**config.mk**
```make
export PLATFORM = sky130hd
export DESIGN_NAME = sha256_msg_padder_flat
export DESIGN_NICKNAME = d
export VERILOG_FILES = /design/src/rtl/sha256_pkg.sv /design/src/rtl/sha256_msg_padder_if.sv /design/src/rtl/sha256_pad_word.sv /design/src/rtl/sha256_msg_padder.sv /design/src/flat_wrapper.sv
export SDC_FILE = /design/constraint.sdc
export NUM_CORES = 1
export LEC_CHECK = 0
export ABC_AREA = 1
export CAP_MARGIN = 25
export CORE_AREA = 4 4 175 347
export CTS_CLUSTER_DIAMETER = 120
export DETAILED_ROUTE_END_ITERATION = 10
export DIE_AREA = 0 0 179 351
export MAX_ROUTING_LAYER = met4
export PLACE_DENSITY = 0.71
export SLEW_MARGIN = 20
export SYNTH_ARGS = -nofsm -noshare
export SYNTH_HDL_FRONTEND = slang
export SYNTH_SLANG_ARGS = --single-unit
```
**constraint.sdc**
```tcl
create_clock -name i_clk -period 2.6 [get_ports i_clk]
set_input_delay 0.65 -clock i_clk [delete_from_list [all_inputs] [get_ports i_clk]]
set_output_delay 0.65 -clock i_clk [all_outputs]
set_load 0.05 [all_outputs]
```
**src/rtl/sha256_pkg.sv**
```systemverilog
// Shared types and constants for the SHA-256 message padder.
package sha256_pkg;

  typedef enum logic [1:0] {
    S_DATA = 2'd0,
    S_PAD  = 2'd1,
    S_OUT  = 2'd2
  } state_t;

  localparam logic [31:0] PAD_WORD        = 32'h8000_0000;
  localparam int          BLOCK_W         = 512;
  localparam int          WORDS_PER_BLOCK = 16;
  localparam logic [3:0]  LEN_HI_IDX      = 4'd14;
  localparam logic [3:0]  LEN_LO_IDX      = 4'd15;

  // Byte count of a final word in bits; code 0 means a full word.
  function automatic logic [5:0] bytes_to_bits(input logic [1:0] nb);
    return {(nb == 2'd0), nb, 3'b000};
  endfunction

endpackage

```
**src/rtl/sha256_msg_padder_if.sv**
```systemverilog
// Word-in / block-out handshake bundle between message source, padder and round engine.
interface sha256_msg_padder_if;
  import sha256_pkg::*;

  logic [31:0]        i_data;
  logic               i_valid;
  logic               i_last;
  logic [1:0]         i_last_bytes;
  logic               o_ready;
  logic [BLOCK_W-1:0] o_block;
  logic               o_block_valid;
  logic               i_block_ready;
  logic               o_block_first;
  logic               o_block_last;

  modport slave (
    input  i_data, i_valid, i_last, i_last_bytes, i_block_ready,
    output o_ready, o_block, o_block_valid, o_block_first, o_block_last
  );

  modport master (
    output i_data, i_valid, i_last, i_last_bytes, i_block_ready,
    input  o_ready, o_block, o_block_valid, o_block_first, o_block_last
  );
endinterface

```
**src/rtl/sha256_pad_word.sv**
```systemverilog
// Final-word shaping: zero bytes past the valid count and drop the 0x80 marker after them.
import sha256_pkg::*;

module sha256_pad_word (
  input  logic [31:0] data,
  input  logic [1:0]  last_bytes,
  output logic [31:0] word,
  output logic [5:0]  nbits,
  output logic        full
);

  always_comb begin
    word = data;
    case (last_bytes)
      2'd1:    word = {data[31:24], 8'h80, 16'h0000};
      2'd2:    word = {data[31:16], 8'h80, 8'h00};
      2'd3:    word = {data[31:8], 8'h80};
      default: word = data;
    endcase
  end

  assign full  = (last_bytes == 2'd0);
  assign nbits = bytes_to_bits(last_bytes);

endmodule

```
**src/rtl/sha256_msg_padder.sv**
```systemverilog
// Packs 32-bit message words into 512-bit SHA-256 blocks and appends marker and length padding.
import sha256_pkg::*;

module sha256_msg_padder #(
  parameter int LEN_W = 64
) (
  input  logic                i_clk,
  input  logic                i_rst_n,
  sha256_msg_padder_if.slave  bus
);

  state_t                              state;
  logic [3:0]                          cnt;
  logic [LEN_W-1:0]                    len;
  logic [0:WORDS_PER_BLOCK-1][31:0]    blk;
  logic                                mark_pend;  // full last word: 0x80000000 still owed
  logic                                len_fit;    // length words belong in the current block
  logic                                pad_act;    // message ended, padding not yet emitted
  logic                                first_flg;
  logic                                blk_vld, blk_first, blk_last;
  logic [31:0]                         last_word;
  logic [5:0]                          last_bits;
  logic                                last_full;
  logic [63:0]                         len64;
  logic [31:0]                         pad_val;

  sha256_pad_word u_pad (
    .data       (bus.i_data),
    .last_bytes (bus.i_last_bytes),
    .word       (last_word),
    .nbits      (last_bits),
    .full       (last_full)
  );

  assign len64             = 64'(len);
  assign bus.o_ready       = i_rst_n && (state == S_DATA);
  assign bus.o_block       = blk;
  assign bus.o_block_valid = blk_vld;
  assign bus.o_block_first = blk_first;
  assign bus.o_block_last  = blk_last;

  always_comb begin
    pad_val = '0;
    if (mark_pend)                       pad_val = PAD_WORD;
    else if (len_fit && cnt == LEN_HI_IDX) pad_val = len64[63:32];
    else if (len_fit && cnt == LEN_LO_IDX) pad_val = len64[31:0];
  end

  always_ff @(posedge i_clk) begin
    if (!i_rst_n) begin
      state     <= S_DATA;
      cnt       <= '0;
      len       <= '0;
      blk       <= '0;
      mark_pend <= 1'b0;
      len_fit   <= 1'b0;
      pad_act   <= 1'b0;
      first_flg <= 1'b1;
      blk_vld   <= 1'b0;
      blk_first <= 1'b0;
      blk_last  <= 1'b0;
    end else begin
      case (state)
        S_DATA: if (bus.i_valid) begin
          cnt <= cnt + 4'd1;
          if (!bus.i_last) begin
            blk[cnt] <= bus.i_data;
            len      <= len + LEN_W'(32);
            if (cnt == 4'd15) begin
              state     <= S_OUT;
              blk_vld   <= 1'b1;
              blk_first <= first_flg;
              first_flg <= 1'b0;
              blk_last  <= 1'b0;
            end
          end else begin
            blk[cnt]  <= last_word;
            len       <= len + LEN_W'(last_bits);
            pad_act   <= 1'b1;
            mark_pend <= last_full;
            len_fit   <= !last_full && (cnt <= 4'd13);
            if (cnt == 4'd15) begin
              state     <= S_OUT;
              blk_vld   <= 1'b1;
              blk_first <= first_flg;
              first_flg <= 1'b0;
              blk_last  <= 1'b0;
            end else begin
              state <= S_PAD;
            end
          end
        end

        S_PAD: begin
          blk[cnt] <= pad_val;
          cnt      <= cnt + 4'd1;
          // The marker decides whether two length words still fit behind it.
          if (mark_pend) begin
            mark_pend <= 1'b0;
            len_fit   <= (cnt <= 4'd13);
          end
          if (cnt == 4'd15) begin
            state     <= S_OUT;
            blk_vld   <= 1'b1;
            blk_first <= first_flg;
            first_flg <= 1'b0;
            blk_last  <= !mark_pend && len_fit;
          end
        end

        S_OUT: if (bus.i_block_ready) begin
          blk_vld   <= 1'b0;
          blk_first <= 1'b0;
          blk_last  <= 1'b0;
          blk       <= '0;
          cnt       <= '0;
          if (blk_last) begin
            pad_act   <= 1'b0;
            len       <= '0;
            first_flg <= 1'b1;
            state     <= S_DATA;
          end else if (pad_act) begin
            len_fit <= 1'b1;
            state   <= S_PAD;
          end else begin
            state <= S_DATA;
          end
        end

        default: state <= S_DATA;
      endcase
    end
  end

endmodule

```
**src/flat_wrapper.sv**
```systemverilog
// flat-port wrapper written by rule: the top's interface ports become plain ports
module sha256_msg_padder_flat 
#(
  parameter int LEN_W = 64
)
  (i_clk, i_rst_n, bus_i_data, bus_i_valid, bus_i_last, bus_i_last_bytes, bus_i_block_ready, bus_o_ready, bus_o_block, bus_o_block_valid, bus_o_block_first, bus_o_block_last);
  sha256_msg_padder_if bus_i ();
  input  logic i_clk;
  input  logic i_rst_n;
  input wire logic [$bits(bus_i.i_data)-1:0] bus_i_data;
  input wire logic [$bits(bus_i.i_valid)-1:0] bus_i_valid;
  input wire logic [$bits(bus_i.i_last)-1:0] bus_i_last;
  input wire logic [$bits(bus_i.i_last_bytes)-1:0] bus_i_last_bytes;
  input wire logic [$bits(bus_i.i_block_ready)-1:0] bus_i_block_ready;
  output wire logic [$bits(bus_i.o_ready)-1:0] bus_o_ready;
  output wire logic [$bits(bus_i.o_block)-1:0] bus_o_block;
  output wire logic [$bits(bus_i.o_block_valid)-1:0] bus_o_block_valid;
  output wire logic [$bits(bus_i.o_block_first)-1:0] bus_o_block_first;
  output wire logic [$bits(bus_i.o_block_last)-1:0] bus_o_block_last;
  assign bus_i.i_data = bus_i_data;
  assign bus_i.i_valid = bus_i_valid;
  assign bus_i.i_last = bus_i_last;
  assign bus_i.i_last_bytes = bus_i_last_bytes;
  assign bus_i.i_block_ready = bus_i_block_ready;
  assign bus_o_ready = bus_i.o_ready;
  assign bus_o_block = bus_i.o_block;
  assign bus_o_block_valid = bus_i.o_block_valid;
  assign bus_o_block_first = bus_i.o_block_first;
  assign bus_o_block_last = bus_i.o_block_last;
  sha256_msg_padder #(.LEN_W(LEN_W)) u_core (.i_clk(i_clk), .i_rst_n(i_rst_n), .bus(bus_i));
endmodule
```
# ---- After elaboration in Yosys (flattened, before gate mapping)
# Cells that the tools add are included.
dict set report totals {
  ff_bits 589
  in_bits 39
  out_inout_bits 516
  wordCells 130
}
dict set report classes {
  addsub 3
  order_cmp 3
  eq_ne 16
  n_mux 60
  bitwise_logic 1
  n_reduce_logical 21
}
# operator count
set op_table {}
lappend op_table {{$bwmux W512} 3}
lappend op_table {{$mux W512} 3}
lappend op_table {{$pmux W512 S3} 1}
lappend op_table {{$mux W64} 4}
lappend op_table {{$demux W32 S4} 1}
lappend op_table {{$mux W32} 4}
lappend op_table {{$pmux W64 S2} 1}
lappend op_table {{$pmux W24 S3} 1}
lappend op_table {{$add A64 B6 Y64} 1}
lappend op_table {{$add A64 B6 Y64 const B} 1}
lappend op_table {{$mux W1} 25}
lappend op_table {{$pmux W1 S3} 5}
lappend op_table {{$mux W2} 6}
lappend op_table {{$pmux W4 S3} 1}
lappend op_table {{$ne A2 B2 Y1 const B} 5}
lappend op_table {{$reduce_and A5 Y1} 2}
lappend op_table {{$eq A4 B4 Y1 const B} 2}
lappend op_table {{$mux W4} 2}
lappend op_table {{$ne A2 B1 Y1 const B} 4}
lappend op_table {{$reduce_and A4 Y1} 2}
lappend op_table {{$reduce_and A7 Y1} 1}
lappend op_table {{$eq A2 B2 Y1 const B} 3}
lappend op_table {{$logic_and A1 B1 Y1} 6}
lappend op_table {{$pmux W2 S3} 1}
lappend op_table {{13 further kinds} 19}

# ---- Logic depth before layout (Yosys ltp)
dict set report depth {
  depth_word 9
  ltp_mapped 16
  ltp_nobuf 14
}

# ---- Modules after synthesis
# Synthesis repeated with hierarchy kept, for this count alone.
dict set report hier_totals {
  hier_cells 3635
  hier_area_um2 25455.7
}
# module instances cells_per_inst area_each_um2 seq_area_each_um2
set modules_own_cells {}
lappend modules_own_cells {sha256_msg_padder 1 3563 25119.1 11791.3}
lappend modules_own_cells {sha256_pad_word 1 72 336.6 0.0}

# ---- Worst setup path after synthesis
# No wires, ideal clock.
dict set report synth_path {
  path_kind {input to output}
  startpoint {input port i_rst_n}
  endpoint {output port bus_o_ready}
  arrival_time_ns 1.841
  t_required_ns 1.950
  slack_ns 0.109
  stages 5
  n_path_buf 3
  path_cell_list {clkbuf_1 > clkbuf_1 > buf_1 > nand2_1 > inv_1}
}
dict set report synth_via {
  elab_chain_len 1
}
# item line
set synth_rtl {}
lappend synth_rtl {{start: declaration} flat_wrapper.sv:9} ;# input logic i_rst_n;
lappend synth_rtl {{$logic_and A1 B1 Y1} sha256_msg_padder.sv:36} ;# assign bus.o_ready = i_rst_n && (state == S_DATA);
lappend synth_rtl {{end: declaration} flat_wrapper.sv:15} ;# output wire logic [$bits(bus_i.o_ready)-1:0] bus_o_ready;
# No other way between the ends.

# ---- Worst setup path after layout
dict set report layout_path {
  startpoint {register u_core.blk (netlist bit u_core.bus.o_block[370])}
  endpoint {output port bus_o_block[370]}
}
# item line
set layout_rtl {}
lappend layout_rtl {{start: declaration} sha256_msg_padder.sv:15} ;# logic [0:WORDS_PER_BLOCK-1][31:0] blk;
lappend layout_rtl {{start signal: indexed assignment} sha256_msg_padder.sv:67} ;# blk[cnt] <= bus.i_data;
lappend layout_rtl {{start signal: indexed assignment} sha256_msg_padder.sv:77} ;# blk[cnt] <= last_word;
lappend layout_rtl {{start signal: indexed assignment} sha256_msg_padder.sv:95} ;# blk[cnt] <= pad_val;
lappend layout_rtl {{end: declaration} flat_wrapper.sv:16} ;# output wire logic [$bits(bus_i.o_block)-1:0] bus_o_block;
# No word-level cell between the ends.

==> results.md <==
* Cell accounting for the most synthesized area: dfxtp_1
* Via count at 29.32k
* Min-Delay Startpoint: u_core.bus.o_block[81]
* First-pass GRT wire length at 186.2 mm
* CP Launch Type: flip-flop
* Area Overhead vs Synth at 42.38%
* Seq/Total Area, Yosys at 45.24%
* CP top delay family: buffers and inverters
* Port bufs at 554
* Crit path cell chain: clkdlybuf4s50_1
* Worst hold slack at 464.9 ps
* Setup ws final at 0.4439 ps
* DR pass1 iterations at 6
* Routed wire length at 131.2 mm
* WL/cell at 25.96 um
* FF-to-FF path depth at 13
* Critical Path AT at 1950 ps
* Peak VDD IR at 0.0005859 V
* Routability Congestion at 1.109
* Worst Hold Class: flip-flop to flip-flop
* Htree depth at 2
* Final critical-path required period at 2600 ps
* Mapped Nets at 3555
* DIE WIDTH at 179 um
* Crit Reg-Reg Startpoint: u_core.state[0]
* Layout Utilization at 63.63%
* Syn Std Cell Area at 25930 um2
* Slew Viols, Final at 0
* Worst skew pair latency at 620 ps
* Layout Skew at 20.57 ps
* CP required at 1950 ps
* Core ar. at 58020 um2
* CTS tree: yes
* Max Cap Viol at 0
* Status: completed
* Dpl ws at -313.7 ps
* Main synth FF type: dfxtp_1
* 1st-iter DRT viols at 2982
* Initial Utilization at 44.69%
* Reg clk slew, reported paths at 70 ps
* Placed cells at 4960
* GRT Total Usage at 41.23%
* CP Max Fanout at 2
* Hold Path Sink: u_core.bus.o_block[81]
* Period utilization at 99.98%
* P_leak at 15.38 nW
* Via density at 5.803
* Crit end category: output port
* Library cells used by synthesis at 52
* Crit path buffers/inverters at 1
* Vias in the first global route at 28.01k
* Root Buffer: clkbuf_16
* Worst setup path class: flip-flop to output port
* Endpoints failing hold at 0
* Fmax at 384.7 MHz
* Grt ovf at 0
* Slew headroom at 55.19%
* Mapped Cells at 3503
* Antenna Nets Post-Route at 0
* Final #Nets at 4304
* Clock sink count at 586
* Share of cells above drive strength 1 at 13.71%
* Row cnt at 125
* Ys async rst share at 0%
* Die Ht at 351 um
* Synthesis Warnings at 0
* Worst R2R End: u_core.len[39]
* Crit path largest cell delay at 870 ps
* Post-CTS Hold Buffers at 0
* Number of synthesized flops with an enable pin at 0
* Worst Max-Slew Pin Slew at 667.7 ps
* Die area at 62830 um2
* Final setup viols at 0
* Top cell type's share of synthesized area at 45.24%
* Slowest library cell on the worst path: clkdlybuf4s50_1
* Initial antenna violation count at 2
* Area contributors post-synth: dfxtp_1, nand2_1, o21ai_0
* Flop-to-flop setup slack at 70 ps
* I/O pins at 555
* CTS max path bufs at 3
* Flops & latches, synth at 586
* Non-filler cells, final at 5053
* Hpwl dp at 100.9 mm
* Remaining DRCs at 0
* P per Cell Area at 600.9 nW/um2
* Hold Path Depth at 2
* Largest net degree at the start of global routing at 151
* CTS buffer count at 52
* Syn_area_per_cell at 7.403 um2
[area by class of cell]
cell class                 instances  area, um2
antenna                            3      7.507
clock buffer                      69       1458
multi-input combinational       2283      11640
tap                              762      953.4
inverter                         423       1598
sequential                       586      11730
fill                            5189      21100
timing repair buffer             906       9075
clock inverter                    21      455.4
[metal layers]
layer  wire (um)  vias up  track usage, %
li1            -    13250               -
met1       42550    13770           41.06
met2       63180     1684           68.62
met3       10910      615           8.043
met4       14530        0           34.37
met5           0        -               -
[report_power, final]
group / total (mW) / switching, mW / internal [mW]
registers: 9.38 / 0.191 / 9.19
logic: 3.82 / 2.55 / 1.28
clock network: 8.98 / 3.75 / 5.23
total: 22.2 / 6.49 / 15.7
[synth_stat cells (18+ instances only)]
cell and count:
nand3_1 92, buf_4 18, a31oi_1 77, nor3_1 33, buf_2 90, clkbuf_1 89
a21oi_1 251, o221ai_1 51, o2111ai_1 28, a211oi_1 53, nand2_2 20, nand4_1 27
dfxtp_1 586, nand2_1 674, inv_1 375, o211ai_1 99, o21ai_1 69, nor2_1 335
inv_2 36, o21ai_0 339
[how the worst max path moves through the flow]
| stage | from | to | cells after the start |
|---|---|---|---|
| global placement | bus_i_block_ready | u_core.len[39] | 13 |
| global route | u_core.state[0] | u_core.len[39] | 13 |
| CTS | u_core.bus.o_block_last | bus_o_block_last | 1 |
| floorplan | i_rst_n | bus_o_ready | 5 |
| finish | u_core.bus.o_block[370] | bus_o_block[370] | 1 |
| detailed placement | bus_i_valid | u_core.bus.o_block[5] | 14 |
[cells in the final DEF (no fill, tap or decap), types with 4 or more instances in the layout]
cell type and instances:
nor2_2 18, nand3_1 92, clkbuf_16 54, o211ai_1 99, clkbuf_8 6, a31o_1 4
nand2_1 671, o22ai_1 14, a32oi_1 6, a31o_2 4, o221ai_1 51, nor2_4 14
nor2_1 329, buf_12 73, a211oi_1 53, o21ai_1 69, clkbuf_1 10, nor3_1 31
inv_2 35, buf_4 292, clkinv_1 10, bufinv_16 13, nand2_4 4, a31oi_1 77
o21ai_2 11, nor4_1 6, o21a_1 4, nand4_1 27, o2111ai_1 28, o21ai_0 339
clkdlybuf4s50_1 534, o211ai_2 14, dfxtp_1 585, nand2_2 23, inv_1 375, a21oi_1 251
ha_1 11
[metrics by stage]
step,cell area [um2],power [mW],setup TNS [ps]
6_report,36920,22.19,0
5_1_grt,36920,22.68,-8.888
4_1_cts,36870,22.11,0
3_5_place_dp,34960,13.31,-77680
3_3_place_gp,34960,13.29,-66330
2_1_floorplan,25930,11.38,0
[cell families after synthesis]
group	after synthesis	synth area share (%)
AO/OA/AOI/OAI	1039	24.18
AND/OR/NAND/NOR	1231	19.85
flip-flops	586	45.24
adder cells (fa/ha/maj)	13	0.6562
buffers and inverters	634	10.08
[sequential cells by signal, summed over array words and instances (netlist names)]
signal	flops
u_core.bus.o_block	512
u_core.len	61
u_core.cnt	4
u_core.state	2
u_core.bus.o_block_first	1
u_core.bus.o_block_last	1
u_core.bus.o_block_valid	1
u_core.first_flg	1
u_core.len_fit	1
u_core.mark_pend	1
u_core.pad_act	1
[what timing repair did]
| action | 4_1_cts | 5_1_grt |
|---|---|---|
| setup endpoints to repair | 5 | 57 |
| gates resized for setup | 4 | 13 |
| setup buffers | 0 | 0 |
(Power assumes the default switching activity.)
